### src/rtl/dmem_arbiter_if.sv
// Bundle of the two requester ports and the data-memory port of dmem_arbiter.
// The slave modport is the arbiter's view; the master modport is the view of
// the requesters and the memory taken together.
interface dmem_arbiter_if;
  logic        p0_req_valid;
  logic        p0_req_ready;
  logic        p0_req_we;
  logic [31:0] p0_req_addr;
  logic [31:0] p0_req_wdata;
  logic        p0_rsp_valid;
  logic        p0_rsp_err;
  logic [31:0] p0_rsp_rdata;

  logic        p1_req_valid;
  logic        p1_req_ready;
  logic        p1_req_we;
  logic [31:0] p1_req_addr;
  logic [31:0] p1_req_wdata;
  logic        p1_rsp_valid;
  logic        p1_rsp_err;
  logic [31:0] p1_rsp_rdata;

  logic        mem_read;
  logic        mem_write;
  logic [31:0] mem_addr;
  logic [31:0] mem_wdata;
  logic [31:0] mem_rdata;

  modport slave (
    input  p0_req_valid, p0_req_we, p0_req_addr, p0_req_wdata,
    output p0_req_ready, p0_rsp_valid, p0_rsp_err, p0_rsp_rdata,
    input  p1_req_valid, p1_req_we, p1_req_addr, p1_req_wdata,
    output p1_req_ready, p1_rsp_valid, p1_rsp_err, p1_rsp_rdata,
    output mem_read, mem_write, mem_addr, mem_wdata,
    input  mem_rdata
  );

  modport master (
    output p0_req_valid, p0_req_we, p0_req_addr, p0_req_wdata,
    input  p0_req_ready, p0_rsp_valid, p0_rsp_err, p0_rsp_rdata,
    output p1_req_valid, p1_req_we, p1_req_addr, p1_req_wdata,
    input  p1_req_ready, p1_rsp_valid, p1_rsp_err, p1_rsp_rdata,
    input  mem_read, mem_write, mem_addr, mem_wdata,
    output mem_rdata
  );
endinterface

### src/rtl/dmem_arbiter.sv
// Two-port arbiter for the single-port data memory. Grants one word access
// per cycle (round-robin or fixed priority), rejects misaligned/out-of-range
// requests without strobing memory, and routes the registered read data back
// to the requester one cycle after acceptance.
module dmem_arbiter #(
  parameter int unsigned MEM_BYTES  = 256,
  parameter bit          FIXED_PRIO = 1'b0
) (
  input logic           clk,
  input logic           rst,
  dmem_arbiter_if.slave bus
);

  typedef enum logic {
    PORT0 = 1'b0,
    PORT1 = 1'b1
  } port_t;

  localparam logic [31:0] ADDR_MAX = 32'(MEM_BYTES - 4);

  port_t       rr_ptr;
  port_t       grant_port;
  logic        grant_any;
  logic        g_we;
  logic [31:0] g_addr;
  logic [31:0] g_wdata;
  logic        g_legal;

  logic        if_valid;
  port_t       if_port;
  logic        if_we;
  logic        if_err;

  logic        rsp_live;
  logic [31:0] rsp_data;

  // Arbitration: pick the granted port and mux its request fields.
  always_comb begin
    grant_any  = 1'b0;
    grant_port = PORT0;
    if (!rst) begin
      if (bus.p0_req_valid && bus.p1_req_valid) begin
        grant_any  = 1'b1;
        grant_port = FIXED_PRIO ? PORT0 : rr_ptr;
      end else if (bus.p0_req_valid) begin
        grant_any  = 1'b1;
        grant_port = PORT0;
      end else if (bus.p1_req_valid) begin
        grant_any  = 1'b1;
        grant_port = PORT1;
      end
    end

    if (grant_port == PORT1) begin
      g_we    = bus.p1_req_we;
      g_addr  = bus.p1_req_addr;
      g_wdata = bus.p1_req_wdata;
    end else begin
      g_we    = bus.p0_req_we;
      g_addr  = bus.p0_req_addr;
      g_wdata = bus.p0_req_wdata;
    end

    g_legal = (g_addr[1:0] == 2'b00) && (g_addr <= ADDR_MAX);

    bus.p0_req_ready = grant_any && (grant_port == PORT0);
    bus.p1_req_ready = grant_any && (grant_port == PORT1);
    bus.mem_read     = grant_any && g_legal && !g_we;
    bus.mem_write    = grant_any && g_legal && g_we;
    bus.mem_addr     = g_addr;
    bus.mem_wdata    = g_wdata;
  end

  // Round-robin pointer and in-flight access register.
  always_ff @(posedge clk) begin
    if (rst) begin
      rr_ptr   <= PORT0;
      if_valid <= 1'b0;
      if_port  <= PORT0;
      if_we    <= 1'b0;
      if_err   <= 1'b0;
    end else begin
      if_valid <= grant_any;
      if (grant_any) begin
        rr_ptr  <= (grant_port == PORT0) ? PORT1 : PORT0;
        if_port <= grant_port;
        if_we   <= g_we;
        if_err  <= !g_legal;
      end
    end
  end

  // Response routing. Gating with rst drops a response whose request was
  // accepted just before reset, so it never reaches the requester.
  always_comb begin
    rsp_live         = if_valid && !rst;
    rsp_data         = (if_we || if_err) ? '0 : bus.mem_rdata;
    bus.p0_rsp_valid = 1'b0;
    bus.p0_rsp_err   = 1'b0;
    bus.p0_rsp_rdata = '0;
    bus.p1_rsp_valid = 1'b0;
    bus.p1_rsp_err   = 1'b0;
    bus.p1_rsp_rdata = '0;
    if (rsp_live && (if_port == PORT0)) begin
      bus.p0_rsp_valid = 1'b1;
      bus.p0_rsp_err   = if_err;
      bus.p0_rsp_rdata = rsp_data;
    end
    if (rsp_live && (if_port == PORT1)) begin
      bus.p1_rsp_valid = 1'b1;
      bus.p1_rsp_err   = if_err;
      bus.p1_rsp_rdata = rsp_data;
    end
  end

endmodule

### src/flat_wrapper.sv
// flat-port wrapper written by rule: the top's interface ports become plain ports
module dmem_arbiter_flat 
#(
  parameter int unsigned MEM_BYTES  = 256,
  parameter bit          FIXED_PRIO = 1'b0
)
  (clk, rst, bus_p0_req_valid, bus_p0_req_we, bus_p0_req_addr, bus_p0_req_wdata, bus_p0_req_ready, bus_p0_rsp_valid, bus_p0_rsp_err, bus_p0_rsp_rdata, bus_p1_req_valid, bus_p1_req_we, bus_p1_req_addr, bus_p1_req_wdata, bus_p1_req_ready, bus_p1_rsp_valid, bus_p1_rsp_err, bus_p1_rsp_rdata, bus_mem_read, bus_mem_write, bus_mem_addr, bus_mem_wdata, bus_mem_rdata);
  dmem_arbiter_if bus_i ();
  input logic clk;
  input logic rst;
  input wire logic [$bits(bus_i.p0_req_valid)-1:0] bus_p0_req_valid;
  input wire logic [$bits(bus_i.p0_req_we)-1:0] bus_p0_req_we;
  input wire logic [$bits(bus_i.p0_req_addr)-1:0] bus_p0_req_addr;
  input wire logic [$bits(bus_i.p0_req_wdata)-1:0] bus_p0_req_wdata;
  output wire logic [$bits(bus_i.p0_req_ready)-1:0] bus_p0_req_ready;
  output wire logic [$bits(bus_i.p0_rsp_valid)-1:0] bus_p0_rsp_valid;
  output wire logic [$bits(bus_i.p0_rsp_err)-1:0] bus_p0_rsp_err;
  output wire logic [$bits(bus_i.p0_rsp_rdata)-1:0] bus_p0_rsp_rdata;
  input wire logic [$bits(bus_i.p1_req_valid)-1:0] bus_p1_req_valid;
  input wire logic [$bits(bus_i.p1_req_we)-1:0] bus_p1_req_we;
  input wire logic [$bits(bus_i.p1_req_addr)-1:0] bus_p1_req_addr;
  input wire logic [$bits(bus_i.p1_req_wdata)-1:0] bus_p1_req_wdata;
  output wire logic [$bits(bus_i.p1_req_ready)-1:0] bus_p1_req_ready;
  output wire logic [$bits(bus_i.p1_rsp_valid)-1:0] bus_p1_rsp_valid;
  output wire logic [$bits(bus_i.p1_rsp_err)-1:0] bus_p1_rsp_err;
  output wire logic [$bits(bus_i.p1_rsp_rdata)-1:0] bus_p1_rsp_rdata;
  output wire logic [$bits(bus_i.mem_read)-1:0] bus_mem_read;
  output wire logic [$bits(bus_i.mem_write)-1:0] bus_mem_write;
  output wire logic [$bits(bus_i.mem_addr)-1:0] bus_mem_addr;
  output wire logic [$bits(bus_i.mem_wdata)-1:0] bus_mem_wdata;
  input wire logic [$bits(bus_i.mem_rdata)-1:0] bus_mem_rdata;
  assign bus_i.p0_req_valid = bus_p0_req_valid;
  assign bus_i.p0_req_we = bus_p0_req_we;
  assign bus_i.p0_req_addr = bus_p0_req_addr;
  assign bus_i.p0_req_wdata = bus_p0_req_wdata;
  assign bus_p0_req_ready = bus_i.p0_req_ready;
  assign bus_p0_rsp_valid = bus_i.p0_rsp_valid;
  assign bus_p0_rsp_err = bus_i.p0_rsp_err;
  assign bus_p0_rsp_rdata = bus_i.p0_rsp_rdata;
  assign bus_i.p1_req_valid = bus_p1_req_valid;
  assign bus_i.p1_req_we = bus_p1_req_we;
  assign bus_i.p1_req_addr = bus_p1_req_addr;
  assign bus_i.p1_req_wdata = bus_p1_req_wdata;
  assign bus_p1_req_ready = bus_i.p1_req_ready;
  assign bus_p1_rsp_valid = bus_i.p1_rsp_valid;
  assign bus_p1_rsp_err = bus_i.p1_rsp_err;
  assign bus_p1_rsp_rdata = bus_i.p1_rsp_rdata;
  assign bus_mem_read = bus_i.mem_read;
  assign bus_mem_write = bus_i.mem_write;
  assign bus_mem_addr = bus_i.mem_addr;
  assign bus_mem_wdata = bus_i.mem_wdata;
  assign bus_i.mem_rdata = bus_mem_rdata;
  dmem_arbiter #(.MEM_BYTES(MEM_BYTES), .FIXED_PRIO(FIXED_PRIO)) u_core (.clk(clk), .rst(rst), .bus(bus_i));
endmodule
### config.mk
export PLATFORM = sky130hd
export DESIGN_NAME = dmem_arbiter_flat
export DESIGN_NICKNAME = d
export VERILOG_FILES = /design/src/rtl/dmem_arbiter_if.sv /design/src/rtl/dmem_arbiter.sv /design/src/flat_wrapper.sv
export SDC_FILE = /design/constraint.sdc
export NUM_CORES = 1
export LEC_CHECK = 0
export BUFFER_PORTS_ARGS = -buffer_cell sky130_fd_sc_hd__buf_4
export CORE_AREA = 2 2 118 120
export CTS_BUF_LIST = sky130_fd_sc_hd__clkbuf_4
export DETAILED_ROUTE_END_ITERATION = 12
export DIE_AREA = 0 0 120 122
export PLACE_DENSITY = 0.5
export REMOVE_ABC_BUFFERS = 1
export SLEW_MARGIN = 25
export SYNTH_ARGS = -nofsm -noshare
export SYNTH_HDL_FRONTEND = slang
export SYNTH_SLANG_ARGS = --single-unit
### constraint.sdc
create_clock -name clk -period 4.2 [get_ports clk]
set_input_delay 0.21 -clock clk [delete_from_list [all_inputs] [get_ports clk]]
set_output_delay 0.21 -clock clk [all_outputs]
set_load 0.1 [all_outputs]
==> results of run 1 <==
## routing by layer
metal	track usage	vias to the layer above	wire, µm	part of all wire
met5	0	-	13	0.0011
met4	0.00956	2	0	0
met3	0.0473	2	1300	0.11
met2	0.268	188	5730	0.50
met1	0.164	1443	4510	0.39
li1	-	1675	-	-
## synth_stat cells
cell and count:
and3b_1 1, nor2b_1 2, mux2i_1 1, dfxtp_1 5, nand3_1 2, nor4_1 11
o31a_1 1, mux2_2 1, or2_1 1, clkbuf_1 28, or4_1 5, nand2b_1 3
and2_1 2, a21oi_1 2, a211o_1 1, nand2_1 194, a221o_1 1, a31oi_1 1
nand3b_1 2, nor2_1 6, inv_2 1, mux2_1 1, o21bai_1 1, and3_1 64
nor3b_1 1, nor3_1 1, a211oi_1 1
## flip-flops by register name (all words and copies together) (netlist names)
signal / count
u_core.if_err: 1
u_core.if_port: 1
u_core.if_valid: 1
u_core.rr_ptr: 1
u_core.if_we: 1
## final cells by class
type,count,area [µm²]
fillers,1517,9400
inverters,1,3.75
well taps,180,225
multi-input cells,306,1460
clock buffers,4,30.0
flip-flops and latches,5,100
repair buffers,305,2290
## per-stage QoR
stage	instance area, µm²	hold WS, ns
after floorplan	1550	0.279
after global placement	4070	0.465
after detailed placement	4070	0.469
after CTS	4100	0.207
after global routing	4100	0.214
final	4100	0.216
## logic make-up after synthesis
family / share of synthesized area
muxes: 0.0197
and+or+nand+nor: 0.818
AOI/OAI and AO/OA: 0.0356
DFF: 0.0605
buffers and inverters: 0.0658
## where the power goes
part | internal [mW] | switching, mW | leakage [nW] | total (mW)
registers | 0.0511 | 0.00275 | 0.0418 | 0.0539
logic | 0.213 | 0.605 | 2.54 | 0.818
clock network | 0.0424 | 0.0200 | 0.0184 | 0.0624
total | 0.307 | 0.628 | 2.60 | 0.935
## worst min-delay path by stage
| stage | startpoint | endpoint | slack, ns | cells past startpoint |
|---|---|---|---|---|
| floorplan | rst | u_core.if_port$_SDFFE_PP0P_ | 0.28 | 1 |
| global placement | rst | u_core.rr_ptr$_SDFFE_PP0P_ | 0.46 | 2 |
| detailed placement | rst | u_core.rr_ptr$_SDFFE_PP0P_ | 0.47 | 2 |
| CTS | rst | u_core.if_port$_SDFFE_PP0P_ | 0.21 | 2 |
| global route | rst | u_core.if_port$_SDFFE_PP0P_ | 0.21 | 2 |
| finish | rst | u_core.if_port$_SDFFE_PP0P_ | 0.22 | 2 |
==> flow_metrics.env, run 1 <==
export IMPL_cts_sinks=5
export IMPL_antenna_found_initial=1
export IMPL_n_antenna_cell=0
export IMPL_worst_path_max_delay_cell="or4_1"
export IMPL_grt_overflow_total=0
export IMPL_grt_max_degree=67
export IMPL_r2r_start="u_core.rr_ptr$_SDFFE_PP0P_"
export IMPL_root_buffer="clkbuf_4"
export IMPL_rr_endpoint="u_core.if_err$_SDFFE_PP0P_"
export IMPL_yosys_cell_types_count=27
export IMPL_yosys_warnings=0
export IMPL_tns_ns=0
export IMPL_fin_crit_sh=0.592
export IMPL_drv_cap=0
export IMPL_clock_fmax_mhz=402
export IMPL_critical_path_cell_chain="buf_4 > or4_1 > or4_1 > a221o_1 > nor4_1 > buf_4"
export IMPL_syn2layout_area_growth_pct=148
export IMPL_vias=3310
export IMPL_routed_wl_um=11600
export IMPL_start_kind="input pin"
export IMPL_clk_pin_slew_worst_paths_ns=0.04
export IMPL_worstPathArrival_ns=2.28
export IMPL_gp_congestion=0.859
export IMPL_finalNetCount=788
export IMPL_cp_num_buf_inv=2
export IMPL_cellLeakagePower_nw=2.60
export IMPL_crit_start="bus_p1_req_addr[24]"
export IMPL_first_pass_iters=4
export IMPL_synth_area_mm2=0.00165
export IMPL_worst_path_max_fanout=3
export IMPL_post_synth_top_area_fraction=0.440
export IMPL_cts_buffers=3
export IMPL_slew_headroom=0.356
export IMPL_wl_per_cell_um=14.4
export IMPL_synth_top_cell_by_area="nand2_1"
export IMPL_criticalPathCategory="input pin to output port"
export IMPL_tightest_slew_ns=0.966
export IMPL_finalMaxSlewViolations=0
export IMPL_cts_buffer_depth=2
export IMPL_status="finished clean"
export IMPL_required_ns=3.99
export IMPL_hold_viol_final=0
export IMPL_min_period_ns=2.49
export IMPL_layout_drive_gt1_share=0.506
export IMPL_finish_utilization=0.304
export IMPL_rows=43
export IMPL_finClkSkew_ns=0.00264
export IMPL_cp_depth=6
export IMPL_worst_slack_ns=1.71
export IMPL_worstSetupEndpoint="bus_mem_read"
export IMPL_drt_iter0_markers=148
export IMPL_place_ws_ns=1.70
export IMPL_final_cells=801
export IMPL_core_mm2=0.0135
export IMPL_io_pins=302
export IMPL_crit_family="simple AND/OR/NAND/NOR gates"
export IMPL_slowest_delay_ns=0.50
export IMPL_cts_tree="built"
export IMPL_final_common_cell="buf_4"
export IMPL_ir_drop_mv=0.120
export IMPL_critPathCaptureType="output port"
export IMPL_post_cts_setup_buffer_count=0
export IMPL_placed_cells=797
export IMPL_start_util=0.122
export IMPL_synth_seq_cells=5
export IMPL_die_w_um=120
export IMPL_fp_dieH_um=122
export IMPL_ys_top_cells_by_area="nand2_1 (44%), and3_1 (24%), clkbuf_1 (6.4%)"
export IMPL_ctsResizeCount=0
export IMPL_hpwl_um=9790
export IMPL_htreeDepth=1
export IMPL_grt_pass1_vias=3209
export IMPL_setup_viol=0
export IMPL_hp_class="input pin to flop"
export IMPL_avgViaCountPerCell=4.13
export IMPL_drc=0
export IMPL_syn_instance_count=340
export IMPL_grt_pass1_wl_um=16900
export IMPL_port_buffers=301
export IMPL_reg2reg_slack_ns=2.48
export IMPL_seq_area_frac_synth=0.0605
export IMPL_cts_hold_buf=0
export IMPL_die_area_mm2=0.0146
export IMPL_rsz0062_at_grt="no"
export IMPL_grt_total_usage=0.143
export IMPL_p_per_area_mw_per_mm2=228
export IMPL_synth_area_per_cell_um2=4.86
export IMPL_clk_latency_ns=0.24
export IMPL_layout_common_cells="buf_4 (305), nand2_1 (193), and3_1 (64), nor4_1 (11)"
export IMPL_ant_nets=0
export IMPL_r2r_cells=4
export IMPL_total_power_uw=935
No activity file was read; power rests on OpenSTA's default activity.
==> inputs of run 2 (changes only) <==
--- a/config.mk
+++ b/config.mk
@@ -5,12 +5,13 @@
 export SDC_FILE = /design/constraint.sdc
 export NUM_CORES = 1
 export LEC_CHECK = 0
+export ABC_AREA = 1
 export BUFFER_PORTS_ARGS = -buffer_cell sky130_fd_sc_hd__buf_4
-export CORE_AREA = 2 2 118 120
+export CORE_AREA = 2 2 116 118
 export CTS_BUF_LIST = sky130_fd_sc_hd__clkbuf_4
 export DETAILED_ROUTE_END_ITERATION = 12
-export DIE_AREA = 0 0 120 122
-export PLACE_DENSITY = 0.5
+export DIE_AREA = 0 0 118 120
+export PLACE_DENSITY = 0.54
 export REMOVE_ABC_BUFFERS = 1
 export SLEW_MARGIN = 25
 export SYNTH_ARGS = -nofsm -noshare
==> constraint.sdc (replaced) <==
create_clock -name clk -period 2.35 [get_ports clk]
set_input_delay 0.1175 -clock clk [delete_from_list [all_inputs] [get_ports clk]]
set_output_delay 0.1175 -clock clk [all_outputs]
set_load 0.1 [all_outputs]
==> run 2 against run 1 <==
Against the previous run:
- count of clock-buffer cells in the layout down 1
- sequential share of layout area down 0.23 points
- design area up 10%
- synthesized area up 20%
- critical path type is now flop to output port
==> flow_metrics.env, run 2 <==
export IMPL_status="finished clean"
export IMPL_multiInputGateArea_mm2=0.00144
export IMPL_cp_common_cell="nand2_1"
export IMPL_htreeDepth=1
export IMPL_synth_edff_count=0
export IMPL_avgViaCountPerCell=3.94
export IMPL_yosys_cell_types_count=21
export IMPL_cellLeakagePower_nw=2.79
export IMPL_synth_area_per_cell_um2=4.53
export IMPL_slew_headroom=0.665
export IMPL_hp_class="input pin to flop"
export IMPL_tns_ns=0
export IMPL_placed_area_mm2=0.00440
export IMPL_grt_pass1_wl_um=17200
export IMPL_setup_viol=0
export IMPL_clock_fmax_mhz=462
export IMPL_antenna_found_initial=1
export IMPL_fin_crit_sh=0.921
export IMPL_drt_iter0_markers=98
export IMPL_syn2layout_area_growth_pct=128
export IMPL_holdWs_ns=0.133
export IMPL_pwr_share_seq=0.055
export IMPL_yosysMostFrequentCell="nand2_1"
export IMPL_post_cts_setup_buffer_count=0
export IMPL_rsz0062_at_grt="no"
export IMPL_intPower_uw=559
export IMPL_synth_seq_cells=5
export IMPL_core_mm2=0.0130
export IMPL_ys_top_cells_by_area="nand2_1 (36%), inv_1 (17%), nor3_1 (17%)"
export IMPL_p_per_area_mw_per_mm2=377
export IMPL_worst_slack_ns=0.185
export IMPL_drv_cap=0
export IMPL_total_power_mw=1.71
export IMPL_grt_max_degree=39
export IMPL_yosys_top_cells_count="nand2_1 (188), inv_1 (91), nor3_1 (66), nand3b_1 (22), nor2_1 (20)"
export IMPL_place_ws_ns=0.198
export IMPL_combPwrFrac=0.888
export IMPL_root_buffer="clkbuf_4"
export IMPL_final_cells=903
export IMPL_io_pins=302
export IMPL_start_util=0.153
export IMPL_syn_instance_count=438
export IMPL_swShare=0.672
export IMPL_vias=3560
export IMPL_finalMaxSlewViolations=0
export IMPL_clk_pin_slew_worst_paths_ns=0.05
export IMPL_seq_area_frac_synth=0.0504
export IMPL_design_area_mm2=0.00453
export IMPL_min_period_ns=2.16
export IMPL_finClkSkew_ns=0.00640
export IMPL_grt_pass1_vias=3408
export IMPL_clk_latency_ns=0.24
export IMPL_worst_path_max_fanout=13
export IMPL_worst_path_max_delay_cell="dfxtp_1"
export IMPL_cts_tree="built"
export IMPL_slowest_delay_ns=0.32
export IMPL_criticalPathCategory="flop to output port"
export IMPL_first_pass_iters=4
export IMPL_die_area_mm2=0.0142
export IMPL_final_common_cell="buf_4"
export IMPL_synth_area_mm2=0.00199
export IMPL_drc=0
export IMPL_dominantRegCellSynth="dfxtp_1"
export IMPL_yosys_warnings=0
export IMPL_power_switching_mw=1.15
export IMPL_start_kind="flop"
export IMPL_wl_per_cell_um=12.9
export IMPL_hold_viol_final=0
export IMPL_cts_sinks=5
export IMPL_cts_buffer_depth=2
export IMPL_post_synth_top_area_fraction=0.355
export IMPL_synth_top_cell_by_area="nand2_1"
export IMPL_grt_overflow_total=0
export IMPL_tightest_slew_ns=0.500
export IMPL_synthArstFlopShare=0
export IMPL_required_ns=2.23
export IMPL_ant_nets=0
export IMPL_routed_wl_um=11600
export IMPL_die_w_um=118
export IMPL_layout_common_cells="buf_4 (306), nand2_1 (187), inv_1 (91), nor3_1 (66), nand3b_1 (22)"
export IMPL_grt_total_usage=0.149
export IMPL_cts_buffers=3
export IMPL_fp_dieH_um=120
export IMPL_crit_family="simple AND/OR/NAND/NOR gates"
export IMPL_layout_drive_gt1_share=0.456
export IMPL_placed_cells=896
export IMPL_finalNetCount=893
export IMPL_n_fill_cell=1458
export IMPL_critical_path_cell_chain="inv_1 > nand2_4 > buf_12 > nand3b_1 > nand2_1 > nand2_1 > nor2_2 > nand2_1 > nor2_2 > nand2_1 > nor2_2 > buf_6"
export IMPL_finish_utilization=0.349
export IMPL_p_clk_frac=0.057
export IMPL_port_buffers=301
export IMPL_critPathCaptureType="output port"
export IMPL_ir_drop_mv=0.335
export IMPL_rows=42
export IMPL_gp_congestion=0.856
export IMPL_seqCellArea_um2=100
export IMPL_worstPathArrival_ns=2.05
export IMPL_cp_num_buf_inv=3
export IMPL_hpwl_um=9500
-- run 2: cell count changes in the layout (fill, tap and decap cells not counted), moves of 6 or more --
cell      before  now
inv_1          0   91
nor3_1         1   66
and3_1        64    0
nand3b_1       2   22
nor4_1        11    0
nor2_1         5   14
nand2_1      193  187
-- run 2: worst reg2reg max path, stage by stage (launching register included) --
cell,delay [ns]
dfxtp_1,0.32
inv_1,0.06
nand2_4,0.16
clkbuf_16,0.20
nand3b_1,0.14
nand2_1,0.12
nand2_1,0.07
nor2_2,0.11
nand2_1,0.08
nor2_1,0.17
a21oi_1,0.08
-- run 2: cell type report --
type,count,share of cell area
clock buffers,3,0.00497
well taps,176,0.0486
clock inverters,1,0.00111
inverters,93,0.0771
flip-flops and latches,5,0.0221
repair buffers,311,0.529
diodes,1,0.000553
multi-input cells,313,0.317
-- run 2: path summary, 6_finish.rpt --
path	slack, ns	depth (start not counted)	start	end
worst max-delay path	0.19	12	u_core.rr_ptr$_SDFFE_PP0P_	bus_mem_write
worst max register to register	0.71	10	u_core.rr_ptr$_SDFFE_PP0P_	u_core.if_err$_SDFFE_PP0P_
worst min register to register	0.47	2	u_core.rr_ptr$_SDFFE_PP0P_	u_core.rr_ptr$_SDFFE_PP0P_
worst min-delay path	0.13	2	rst	u_core.rr_ptr$_SDFFE_PP0P_
-- run 2: power by group through the flow --
stage	clock [mW]	sequential [mW]	combinational, mW
finish	0.0976	0.0932	1.52
detailed placement	0	0.0948	1.50
CTS	0.103	0.0931	1.51
global placement	0	0.0948	1.50
global route	0.109	0.0937	1.59
floorplan	0	0.0945	1.03
-- run 2: timing repair --
item	CTS	global route
hold buffers	0	0
endpoints found under the setup margin	1	2
resized for setup	3	13
cloned	0	2
pin swaps	0	2
-- run 2: layer usage --
metal  routed length [µm]  GRT usage  part of all wire
met5                    0          0                 0
met4                  169     0.0407             0.015
met3                 1070     0.0413             0.092
met2                 5730      0.276              0.49
met1                 4670      0.167              0.40
-- run 2: cell families after synthesis --
| family | Yosys count | synth area share |
|---|---|---|
| AO/OA/AOI/OAI | 6 | 0.0176 |
| AND/OR/NAND/NOR | 306 | 0.681 |
| buffers and inverters | 121 | 0.251 |
| flip-flops | 5 | 0.0504 |
==> inputs of run 3 (changes only) <==
--- a/config.mk
+++ b/config.mk
@@ -11,6 +11,7 @@
 export CTS_BUF_LIST = sky130_fd_sc_hd__clkbuf_4
 export DETAILED_ROUTE_END_ITERATION = 12
 export DIE_AREA = 0 0 118 120
+export MAX_ROUTING_LAYER = met4
 export PLACE_DENSITY = 0.54
 export REMOVE_ABC_BUFFERS = 1
 export SLEW_MARGIN = 25
==> run 3 against run 2 <==
Against the previous run:
- routed wire length hardly changed
- via count is 0.22% higher
- highest routed layer unchanged
- die area stayed put
- core utilization stayed put
- total power hardly changed
- critical endpoint unchanged
- sequential share of layout area stayed put
- sequential power hardly changed
==> flow_metrics.env, run 3 (same netlist as run 2, synthesis figures left out) <==
export IMPL_drt_iter0_markers=100
export IMPL_cts_buffers=3
export IMPL_finalNetCount=893
export IMPL_rsz0062_at_grt="no"
export IMPL_final_common_cell="buf_4"
export IMPL_hpwl_um=9500
export IMPL_min_period_ns=2.16
export IMPL_clock_fmax_mhz=464
export IMPL_first_pass_iters=4
export IMPL_start_util=0.153
export IMPL_tightest_slew_ns=0.500
export IMPL_drv_cap=0
export IMPL_fin_crit_sh=0.917
export IMPL_finalMaxSlewViolations=0
export IMPL_die_area_mm2=0.0142
export IMPL_clk_latency_ns=0.24
export IMPL_die_w_um=118
export IMPL_criticalPathCategory="flop to output port"
export IMPL_cts_sinks=5
export IMPL_drc=0
export IMPL_slew_headroom=0.665
export IMPL_p_per_area_mw_per_mm2=377
export IMPL_fp_dieH_um=120
export IMPL_cts_buffer_depth=2
export IMPL_setup_viol=0
export IMPL_wl_per_cell_um=12.9
export IMPL_grt_pass1_vias=3415
export IMPL_hold_viol_final=0
export IMPL_cts_hold_buf=0
export IMPL_multiInputGateArea_mm2=0.00144
export IMPL_cts_tree="built"
export IMPL_design_area_mm2=0.00453
export IMPL_cellLeakagePower_nw=2.79
export IMPL_critPathCaptureType="output port"
export IMPL_met1_usage=0.172
export IMPL_worst_path_max_delay_cell="buf_4"
export IMPL_clk_pin_slew_worst_paths_ns=0.05
export IMPL_final_cells=903
export IMPL_layout_drive_gt1_share=0.456
export IMPL_grt_overflow_total=0
export IMPL_start_kind="flop"
export IMPL_status="finished clean"
export IMPL_seqCellArea_um2=100
export IMPL_hp_class="input pin to flop"
export IMPL_ant_nets=0
export IMPL_finClkSkew_ns=0.00655
export IMPL_worst_path_max_fanout=30
export IMPL_r2r_start="u_core.rr_ptr$_SDFFE_PP0P_"
export IMPL_placed_area_mm2=0.00440
export IMPL_port_buffers=301
export IMPL_ir_drop_mv=0.335
export IMPL_grt_most_used_layer="met2"
export IMPL_htreeDepth=1
export IMPL_grt_max_degree=39
export IMPL_vias=3568
export IMPL_n_fill_cell=1458
export IMPL_required_ns=2.23
export IMPL_r2r_cells=10
export IMPL_routed_wl_um=11600
export IMPL_reg2reg_slack_ns=0.72
export IMPL_use_met3=0.0323
export IMPL_syn2layout_area_growth_pct=128
export IMPL_antenna_found_initial=1
export IMPL_io_pins=302
export IMPL_post_cts_setup_buffer_count=0
export IMPL_layout_common_cells="buf_4 (306), nand2_1 (187), inv_1 (91), nor3_1 (66), nand3b_1 (22)"
export IMPL_core_mm2=0.0130
export IMPL_root_buffer="clkbuf_4"
export IMPL_critical_path_cell_chain="inv_1 > nand2_4 > nand2_4 > buf_4 > o21a_1 > inv_1 > nor2_2 > buf_6"
export IMPL_grt_total_usage=0.153
export IMPL_avgViaCountPerCell=3.95
export IMPL_use_met2=0.276
export IMPL_rows=42
export IMPL_gp_congestion=0.870
export IMPL_min_from="rst"
export IMPL_worstPathArrival_ns=2.04
export IMPL_cp_num_buf_inv=4
export IMPL_total_power_mw=1.71
export IMPL_rr_endpoint="u_core.if_err$_SDFFE_PP0P_"
export IMPL_crit_family="buffers and inverters"
export IMPL_whs_path_depth=2
export IMPL_grt_pass1_wl_um=17200
export IMPL_slowest_delay_ns=0.35
export IMPL_hold_end="u_core.rr_ptr$_SDFFE_PP0P_"
export IMPL_placed_cells=896
[run 3: cell counts in the layout (fill, tap and decap cells not counted)]
Identical to the previous run, type by type.
[run 3: metal layers]
| layer | part of all wire | up-vias |
|---|---|---|
| met5 | 0 | - |
| met1 | 0.40 | 1489 |
| met2 | 0.50 | 191 |
| met4 | 0.015 | 0 |
| li1 | - | 1878 |
| met3 | 0.086 | 10 |
[run 3: power by group]
group	switching (mW)	internal, mW
clock	0.0361	0.0616
sequential	0.00191	0.0914
combinational	1.11	0.406
[run 3: area by class of cell]
cell class,instances,area share
clock inverter,1,0.00111
inverter,93,0.0771
clock buffer,3,0.00497
antenna,1,0.000553
sequential,5,0.0221
multi-input combinational,313,0.317
timing repair buffer,311,0.529
tap,176,0.0486
[run 3: worst max path at each step]
| stage | to | slack (ns) | cells past startpoint | start |
|---|---|---|---|---|
| 2_1_floorplan | bus_p1_rsp_rdata[0] | -3.65 | 4 | u_core.if_port$_SDFFE_PP0P_ |
| 3_3_place_gp | bus_mem_read | 0.18 | 13 | bus_p1_req_valid |
| 3_5_place_dp | bus_mem_read | 0.20 | 13 | bus_p1_req_valid |
| 4_1_cts | bus_mem_read | 0.01 | 12 | u_core.rr_ptr$_SDFFE_PP0P_ |
| 5_1_grt | bus_mem_write | 0.002 | 12 | u_core.rr_ptr$_SDFFE_PP0P_ |
| 6_report | bus_mem_write | 0.19 | 8 | u_core.rr_ptr$_SDFFE_PP0P_ |
[run 3: repair_timing]
action	CTS	global route
pin swaps	0	2
endpoints found under the setup margin	1	2
cloned	0	2
resized for setup	3	13
[run 3: per-stage QoR]
stage / TNS [ns] / setup slack [ns] / hold slack, ns / utilization
floorplan: -255.93 / -3.65 / 0.187 / -
CTS: 0 / 0.0108 / 0.116 / 0.342
global placement: 0 / 0.176 / 0.388 / 0.339
detailed placement: 0 / 0.198 / 0.380 / 0.339
global route: 0 / 0.00206 / 0.136 / 0.349
finish: 0 / 0.194 / 0.133 / 0.349
